--- src/rtl/dmem_bist_pkg.sv ---
// Shared types and March C- element tables for the dmem BIST initiator.
package dmem_bist_pkg;

    typedef enum logic [1:0] {
        IDLE = 2'd0,
        RUN  = 2'd1,
        DONE = 2'd2
    } state_t;

    typedef enum logic [2:0] {
        E0 = 3'd0,
        E1 = 3'd1,
        E2 = 3'd2,
        E3 = 3'd3,
        E4 = 3'd4,
        E5 = 3'd5
    } elem_t;

    // One bit per element, bit i belongs to element Ei.
    localparam logic [5:0] ELEM_DESC   = 6'b111000; // descending address order
    localparam logic [5:0] ELEM_RD     = 6'b111110; // element reads and compares
    localparam logic [5:0] ELEM_WR     = 6'b011111; // element writes
    localparam logic [5:0] ELEM_EXP_P1 = 6'b010100; // expected read data is all ones
    localparam logic [5:0] ELEM_WR_P1  = 6'b001010; // written data is all ones

    function automatic logic elem_desc(input elem_t e);
        return ELEM_DESC[e];
    endfunction

    function automatic logic elem_rd(input elem_t e);
        return ELEM_RD[e];
    endfunction

    function automatic logic elem_wr(input elem_t e);
        return ELEM_WR[e];
    endfunction

    function automatic logic elem_exp_p1(input elem_t e);
        return ELEM_EXP_P1[e];
    endfunction

    function automatic logic elem_wr_p1(input elem_t e);
        return ELEM_WR_P1[e];
    endfunction

    function automatic elem_t elem_next(input elem_t e);
        case (e)
            E0:      return E1;
            E1:      return E2;
            E2:      return E3;
            E3:      return E4;
            default: return E5;
        endcase
    endfunction

endpackage

--- src/rtl/dmem_bist_march_addr_gen.sv ---
// Up/down march address counter. Direction is latched on load so that the
// terminal flag depends only on registered state.
module march_addr_gen #(
    parameter int ADDR_W = 6
) (
    input  logic              clk,
    input  logic              reset,
    input  logic              load,
    input  logic              dir,
    input  logic              step,
    output logic [ADDR_W-1:0] addr,
    output logic              last
);
    localparam logic [ADDR_W-1:0] TOP = '1;
    localparam logic [ADDR_W-1:0] ONE = ADDR_W'(1);

    logic [ADDR_W-1:0] addr_q;
    logic              dir_q;

    // Load to the element's start address, otherwise advance on step.
    always_ff @(posedge clk or posedge reset) begin
        if (reset) begin
            addr_q <= '0;
            dir_q  <= 1'b0;
        end else if (load) begin
            addr_q <= dir ? TOP : '0;
            dir_q  <= dir;
        end else if (step) begin
            addr_q <= dir_q ? (addr_q - ONE) : (addr_q + ONE);
        end
    end

    assign addr = addr_q;
    assign last = dir_q ? (addr_q == '0) : (addr_q == TOP);

endmodule

--- src/rtl/dmem_bist.sv ---
// March C- BIST initiator for the single-port dmem (sync write, comb read).
module dmem_bist
    import dmem_bist_pkg::*;
#(
    parameter int ADDR_W = 6,
    parameter int DATA_W = 32
) (
    input  logic              clk,
    input  logic              reset,
    input  logic              start,
    output logic              busy,
    output logic              done,
    output logic              pass,
    output logic [ADDR_W-1:0] fail_addr,
    output logic [DATA_W-1:0] fail_data,
    output logic              mem_we,
    output logic [ADDR_W-1:0] mem_adr,
    output logic [DATA_W-1:0] mem_wd,
    input  logic [DATA_W-1:0] mem_rd
);
    state_t            state_q, state_d;
    elem_t             elem_q, elem_d;
    logic              pass_q, pass_d;
    logic [ADDR_W-1:0] fail_addr_q, fail_addr_d;
    logic [DATA_W-1:0] fail_data_q, fail_data_d;

    logic              ag_load, ag_step, ag_last;
    logic [ADDR_W-1:0] ag_addr;
    logic              run;
    logic [DATA_W-1:0] exp_data;
    logic              mismatch;

    march_addr_gen #(.ADDR_W(ADDR_W)) u_addr_gen (
        .clk   (clk),
        .reset (reset),
        .load  (ag_load),
        .dir   (elem_desc(elem_d)),
        .step  (ag_step),
        .addr  (ag_addr),
        .last  (ag_last)
    );

    assign run      = (state_q == RUN);
    assign exp_data = {DATA_W{elem_exp_p1(elem_q)}};
    assign mismatch = run && elem_rd(elem_q) && (mem_rd != exp_data);

    // Memory pins come only from state/element/address registers.
    assign mem_we  = run && elem_wr(elem_q);
    assign mem_adr = run ? ag_addr : '0;
    assign mem_wd  = mem_we ? {DATA_W{elem_wr_p1(elem_q)}} : '0;

    assign busy      = run;
    assign done      = (state_q == DONE);
    assign pass      = pass_q;
    assign fail_addr = fail_addr_q;
    assign fail_data = fail_data_q;

    // State, element and result registers.
    always_ff @(posedge clk or posedge reset) begin
        if (reset) begin
            state_q     <= IDLE;
            elem_q      <= E0;
            pass_q      <= 1'b0;
            fail_addr_q <= '0;
            fail_data_q <= '0;
        end else begin
            state_q     <= state_d;
            elem_q      <= elem_d;
            pass_q      <= pass_d;
            fail_addr_q <= fail_addr_d;
            fail_data_q <= fail_data_d;
        end
    end

    // Next-state: launch, element sequencing, first-mismatch capture.
    always_comb begin
        state_d     = state_q;
        elem_d      = elem_q;
        pass_d      = pass_q;
        fail_addr_d = fail_addr_q;
        fail_data_d = fail_data_q;
        ag_load     = 1'b0;
        ag_step     = 1'b0;
        case (state_q)
            RUN: begin
                if (mismatch) begin
                    // The write of this cycle still lands; mem_we is registered-derived.
                    state_d     = DONE;
                    pass_d      = 1'b0;
                    fail_addr_d = ag_addr;
                    fail_data_d = mem_rd;
                end else if (ag_last) begin
                    if (elem_q == E5) begin
                        state_d = DONE;
                        pass_d  = 1'b1;
                    end else begin
                        elem_d  = elem_next(elem_q);
                        ag_load = 1'b1;
                    end
                end else begin
                    ag_step = 1'b1;
                end
            end
            default: begin
                if (start) begin
                    state_d     = RUN;
                    elem_d      = E0;
                    ag_load     = 1'b1;
                    pass_d      = 1'b0;
                    fail_addr_d = '0;
                    fail_data_d = '0;
                end
            end
        endcase
    end

endmodule

--- config.mk ---
export PLATFORM = sky130hd
export DESIGN_NAME = dmem_bist
export DESIGN_NICKNAME = d
export VERILOG_FILES = /design/src/rtl/dmem_bist_pkg.sv /design/src/rtl/dmem_bist_march_addr_gen.sv /design/src/rtl/dmem_bist.sv
export SDC_FILE = /design/constraint.sdc
export NUM_CORES = 1
export LEC_CHECK = 0
export BUFFER_PORTS_ARGS = -buffer_cell sky130_fd_sc_hd__clkbuf_2
export CAP_MARGIN = 25
export CORE_ASPECT_RATIO = 1.1
export CORE_MARGIN = 5
export CORE_UTILIZATION = 50
export CTS_CLUSTER_DIAMETER = 100
export DETAILED_ROUTE_END_ITERATION = 8
export PLACE_DENSITY = 0.82
export SLEW_MARGIN = 0
export SYNTH_ARGS = -nofsm -noshare
export SYNTH_HDL_FRONTEND = slang
export SYNTH_HIERARCHICAL = 1
export SYNTH_SLANG_ARGS = --single-unit
--- constraint.sdc ---
create_clock -name clk -period 6.55 [get_ports clk]
set_input_delay 0.3275 -clock clk [delete_from_list [all_inputs] [get_ports clk]]
set_output_delay 0.3275 -clock clk [all_outputs]
set_load 0.02 [all_outputs]
; ---- Word-level counts from Yosys, hierarchy flattened
; Memory sizes are Yosys's and may differ from the RTL's.
; Index checks and enable logic that the tools add are counted.
; W data, S select, Z words.
[op_classes]
addsub = 2
magnitude_cmp = 2
eq_ne = 11
n_mux = 42
n_reduce_logical = 9
[op_table]
columns = op, count
row1 = $mux W32, 4
row2 = $mux W6, 8
row3 = $ne A32 B32 Y1, 1
row4 = $mux W1, 19
row5 = $mux W3, 5
row6 = $pmux W3 S4, 1
row7 = $mux W2, 5
row8 = $lt A3 B4 Y1 const B, 2
row9 = $add A6 B1 Y6 const B, 1
row10 = $eq A3 B2 Y1 const B, 2
row11 = $eq A6 B6 Y1 const B, 1
row12 = $logic_not A6 Y1, 1
row13 = $sub A6 B1 Y6 const B, 1
row14 = $reduce_bool A2 Y1, 2
row15 = $eq A3 B1 Y1 const B, 1
row16 = $eq A3 B3 Y1 const B, 1
row17 = $logic_and A1 B1 Y1, 3
row18 = $logic_not A3 Y1, 1
row19 = $ne A3 B1 Y1 const B, 1
row20 = $ne A3 B2 Y1 const B, 1
row21 = $reduce_and A3 Y1, 1
row22 = $eq A2 B1 Y1 const B, 1
row23 = $eq A2 B2 Y1 const B, 1
row24 = $ne A2 B1 Y1 const B, 1
row25 = $reduce_and A2 Y1, 1
[totals]
regBits = 51
romBits = 40
input_bits = 35
output_inout_bits = 80
wordCells = 78
memories = 5
[mem_list]
columns = name, words, word_bits, read_ports, rd_ports_with_merged_regs, wr, line_no
row1 = (no name shown), 8, 1, 1, 0, 0, dmem_bist_pkg.sv:43  ; return ELEM_WR_P1[e];
row2 = (no name shown), 8, 1, 1, 0, 0, dmem_bist_pkg.sv:35  ; return ELEM_WR[e];
row3 = (no name shown), 8, 1, 1, 0, 0, dmem_bist_pkg.sv:31  ; return ELEM_RD[e];
row4 = (no name shown), 8, 1, 1, 0, 0, dmem_bist_pkg.sv:39  ; return ELEM_EXP_P1[e];
row5 = (no name shown), 8, 1, 1, 0, 0, dmem_bist_pkg.sv:27  ; return ELEM_DESC[e];

; ---- Longest topological paths before layout
[depth]
ltp_word = 10
depth_mapped = 13
mapped_depth_nobuf = 10

; ---- Modules after synthesis
; Netlist, hierarchy kept.
[modules_own_cells]
columns = mod, n_inst, cells_per_inst, area_each_um2, seq_area_each_um2
row1 = dmem_bist, 1, 270, 2293.4, 1101.1
row2 = march_addr_gen, 1, 64, 570.5, 175.2

; ---- Least setup slack after synthesis
; OpenSTA, ideal clock, no wires.
[synth_timing]
path_type = reg-to-output
startpoint = reg state_q[1]
endpoint = out mem_wd[10]
arrival_time_ps = 3140
t_required_ps = 6222
slack_ps = 3083
stages_incl_launch_ff = 5
n_path_buf = 2
path_cell_list = dfrtp_1 -> nand2b_1 -> clkbuf_1 -> nor3_1 -> buf_4
[synth_via]
elab_chain_cells = 3
[synth_lines]
columns = element, line_no
row1 = from (decl), dmem_bist.sv:21  ; state_t state_q, state_d;
row2 = from (signal assigned), dmem_bist.sv:67  ; state_q <= state_d;
row3 = $eq A2 B1 Y1, dmem_bist.sv:43  ; assign run = (state_q == RUN);
row4 = $logic_and A1 B1 Y1, dmem_bist.sv:48  ; assign mem_we = run && elem_wr(elem_q);
row5 = $mux W32, dmem_bist.sv:50  ; assign mem_wd = mem_we ? {DATA_W{elem_wr_p1(elem_q)}} : '0;
row6 = to (decl), dmem_bist.sv:18  ; output logic [DATA_W-1:0] mem_wd,
; No other way between the ends.

; ---- Worst setup path in the final report
[layout_timing]
startpoint = reg elem_q[2]
endpoint = reg u_addr_gen.addr_q[3] (netlist: u_addr_gen/addr[3])
[layout_via]
elab_chain_cells = 10
elab_cells_between_ends = 29
cone_classes = eq/ne: 5 / mux: 17 / reduce/logical: 4 / memory: 3
[layout_lines]
columns = element, line_no
row1 = from (decl), dmem_bist.sv:22  ; elem_t elem_q, elem_d;
row2 = from (signal assigned), dmem_bist.sv:68  ; elem_q <= elem_d;
row3 = $mem_v2 Z8 W1 (tied with other cells), --
row4 = $mux W1 (not written as such) (tied with other cells), dmem_bist_pkg.sv:39
row5 = $ne A32 B32 Y1 (tied with other cells), dmem_bist.sv:45  ; assign mismatch = run && elem_rd(elem_q) && (mem_rd != exp_data);
row6 = $logic_and A1 B1 Y1 or $mux W3 (tied branches), "dmem_bist.sv:45, dmem_bist.sv:92"
row7 = $mux W3 (*), dmem_bist.sv:86  ; if (mismatch) begin
row8 = $mux W3 (*), dmem_bist.sv:84  ; case (state_q)
row9 = named net elem_d[0], dmem_bist.sv:22
row10 = $mem_v2 Z8 W1 (*), --
row11 = $mux W1 (not written as such) (*), dmem_bist_pkg.sv:27
row12 = $mux W6 (*), dmem_bist_march_addr_gen.sv:26  ; addr_q <= dir ? TOP : '0;
row13 = $mux W6 (*), dmem_bist_march_addr_gen.sv:25  ; end else if (load) begin
row14 = to (signal assigned), dmem_bist_march_addr_gen.sv:26
row15 = to (signal assigned), dmem_bist_march_addr_gen.sv:29  ; addr_q <= dir_q ? (addr_q - ONE) : (addr_q + ONE);
row16 = to (decl), dmem_bist_march_addr_gen.sv:17  ; logic [ADDR_W-1:0] addr_q;
; Mark *: on every way through the listed nets, which the timed path passes. The rest lies on a longest branch. The select of a mux whose other input is x is not followed.
; A chain may end at the register's enable or synchronous reset.

==> impl_metrics.json <==
{
  "cts_tree": "yes",
  "min_path_cells": 3,
  "drt-initial-drc-count": 141,
  "gp_congestion": 0.826,
  "cts.sinks": 51,
  "synth_edf_count": 0,
  "status": "finished clean",
  "synthCells": 334,
  "worstHoldPathType": "in -> reg",
  "wl_per_cell_um": 14.1,
  "yosysMostFrequentCell": "dfrtp_1",
  "crit_family": "simple AND/OR/NAND/NOR gates",
  "routed_wl_um": 6940,
  "grt_first_pass_wirelength_um": 11200,
  "grt_pass1_vias": 2374,
  "drive_gt1_frac": 0.327,
  "numCtsBuffers": 5,
  "std_cell_rows": 29,
  "antenna_found_initial": 0,
  "rr_startpoint": "elem_q[2]$_DFF_PP0_",
  "skew_ns": 0.0138,
  "ys_ff_latch": 51,
  "worstHoldStart": "mem_rd[14]",
  "layout.nets": 455,
  "drcViolationCount": 0,
  "netlist.area_leader.share": 0.446,
  "max-cap-violations": 0,
  "synth_fp_nets": 374,
  "slowest_delay_ns": 0.61,
  "synth_top_area_cell": "dfrtp_1",
  "synth_area_per_cell_um2": 8.57,
  "reg2reg_slack_ns": 3.69,
  "path_class": "reg -> reg",
  "min_period_ns": 2.86,
  "rsz0062_at_grt": "false",
  "synth_compound_gate_area_share": 0.128,
  "peakVddDrop_mv": 0.191,
  "grtUsageTotal": 0.197,
  "fin_setup_tns_ns": 0,
  "crit_required_ns": 6.75,
  "cts_buffer_depth": 2,
  "globalRoute.totalOverflow": 0,
  "ys_top_cells_by_area": "dfrtp_1 (45%), buf_4 (8.4%), nand3_1 (7.5%)",
  "dr.pass1.iters": 4,
  "die_h_um": 89.4,
  "seq_area_frac_synth": 0.446,
  "port_buffers": 114,
  "antenna_left": 0,
  "hold_viol_final": 0,
  "async_flop_share": 1.00,
  "critPathArrivalTime_ns": 3.06,
  "antenna_cells_inserted": 0,
  "cpMaxStageDelayCell": "buf_4",
  "reg2regPathDepth": 9,
  "slew_violations": 0,
  "worst-slew-pin-transition_ns": 0.737,
  "coreArea_um2": 5660,
  "synthXorXnorAreaFrac": 0.00917,
  "synth_top_family_by_area": "simple AND/OR/NAND/NOR gates",
  "synth_ff_type": "dfrtp_1",
  "cts_max_level": 2,
  "crit_fanout": 78,
  "setup_violations": 0,
  "relSlewSlack": 0.502,
  "worst-path-stages": 9,
  "crit_chain": "o21bai_1 -> nand3_1 -> or3_4 -> nand4_1 -> buf_4 -> o2111a_1 -> a21o_1 -> nor2b_2 -> nor4_1",
  "clock_latency_ns": 0.30,
  "synth_simple_gate_area_frac": 0.219,
  "dieArea_um2": 7340,
  "crit_buf_inv": 1,
  "synth_mux_area_frac": 0,
  "r2r_end": "u_addr_gen/addr[3]$_DFFE_PP0P_",
  "final_cells": 493,
  "min_to": "fail_data[14]$_DFFE_PP0P_",
  "ys_types": 41,
  "netlist_top_cells_count": "dfrtp_1 (51), inv_1 (48), nand3_1 (43)",
  "ys_warn_count": 6,
  "ioPinCount": 115,
  "cts_root_buf": "clkbuf_8",
  "synth_adder_area_share": 0.0245,
  "fmaxAchievable_mhz": 350,
  "power_leakage_nw": 1.82,
  "min_period_over_period": 0.437,
  "dp_hpwl_um": 5370,
  "netlist_area_um2": 2860,
  "grt_start_max_net_pins": 79,
  "vias": 2543,
  "start_util": 0.506,
  "syn2layout_area_growth_pct": 17.6,
  "end_kind": "flop",
  "path_clk_slew_ns": 0.09,
  "viasPerCell": 5.16,
  "cp-start-kind": "flop",
  "power_density_nw_per_um2": 441,
  "die_x_um": 82.2,
  "dp_cells": 484
}
==> final cells by class <==
class                      instances  area, um2
fill                             511       2290
sequential                        51       1280
multi-input combinational        186       1100
timing repair buffer             121        626
inverter                          50        188
tap                               77       96.3
clock buffer                       6       72.6
clock inverter                     2       12.5
==> timing repair <==
action,CTS,global route
buffers inserted,0,0
hold buffers,1,0
hold endpoints to repair,7,0
resized for setup,0,0
setup endpoints to repair,0,0
==> sequential cells by signal (all words and copies together) (netlist names) <==
name and count:
u_addr_gen/dir_q 1, fail_addr 6, u_addr_gen/addr 6, elem_q 3, fail_data 32, state_q 2
pass 1
==> stage by stage <==
step	total power [mW]	util	hold WS, ns	area (um2)	setup slack [ns]
global route	1.61	0.595	0.257	3370	3.38
finish	1.49	0.595	0.259	3370	3.69
CTS	1.50	0.595	0.251	3370	3.70
global placement	1.30	0.578	0.270	3270	3.56
detailed placement	1.32	0.578	0.278	3270	3.51
floorplan	1.08	-	0.131	2860	3.08
==> worst register-to-register path, stage by stage (launching register included) <==
cell,delay (ns)
dfrtp_1,0.48
o21bai_1,0.25
nand3_1,0.11
or3_4,0.42
nand4_1,0.13
buf_4,0.61
o2111a_1,0.28
a21o_1,0.15
nor2b_2,0.07
nor4_1,0.28
==> layout by cell type, fill, tap and decap left out, drive strengths merged, types with 2 or more instances in the layout <==
cell,Yosys,routed
dfrtp,51,51
ha,4,4
inv,50,49
nor3,5,5
nand2b,2,2
o21ai,44,44
nor4,12,12
nand3,43,43
nand2,10,10
nor2,18,18
and3,2,2
buf,37,6
a21oi,6,6
clkinv,0,2
nor2b,3,3
xor2,2,2
a21o,5,5
clkbuf,10,120
nand4,13,13
or3,3,3
==> worst max path at each step <==
stage / startpoint / to / slack (ns)
finish: elem_q[2]$_DFF_PP0_ / u_addr_gen/addr[3]$_DFFE_PP0P_ / 3.69
floorplan: state_q[1]$_DFFE_PP0P_ / mem_wd[10] / 3.08
CTS: elem_q[2]$_DFF_PP0_ / u_addr_gen/addr[3]$_DFFE_PP0P_ / 3.70
detailed placement: mem_rd[13] / u_addr_gen/addr[3]$_DFFE_PP0P_ / 3.51
global route: elem_q[2]$_DFF_PP0_ / u_addr_gen/addr[3]$_DFFE_PP0P_ / 3.38
global placement: mem_rd[13] / u_addr_gen/addr[3]$_DFFE_PP0P_ / 3.56
==> cell families after synthesis <==
group           Yosys count
flops                    51
compound gates           63
fa+ha+maj                 5
xor+xnor                  3
buf+inv                  97
simple gates            115
==> power by group <==
group	leakage, nW	internal (mW)	switching (mW)
sequential	0.646	0.444	0.0855
clock	0.0412	0.0748	0.100
combinational	1.13	0.251	0.531
total	1.82	0.770	0.716
==> layer usage <==
metal | global-route usage | wire [um] | vias up
li1 | - | - | 1275
met1 | 0.251 | 2970 | 1167
met2 | 0.333 | 3340 | 92
met3 | 0.0343 | 493 | 9
met4 | 0.0725 | 129 | 0
met5 | 0 | 0 | -
No activity file was read; power rests on OpenSTA's default activity.
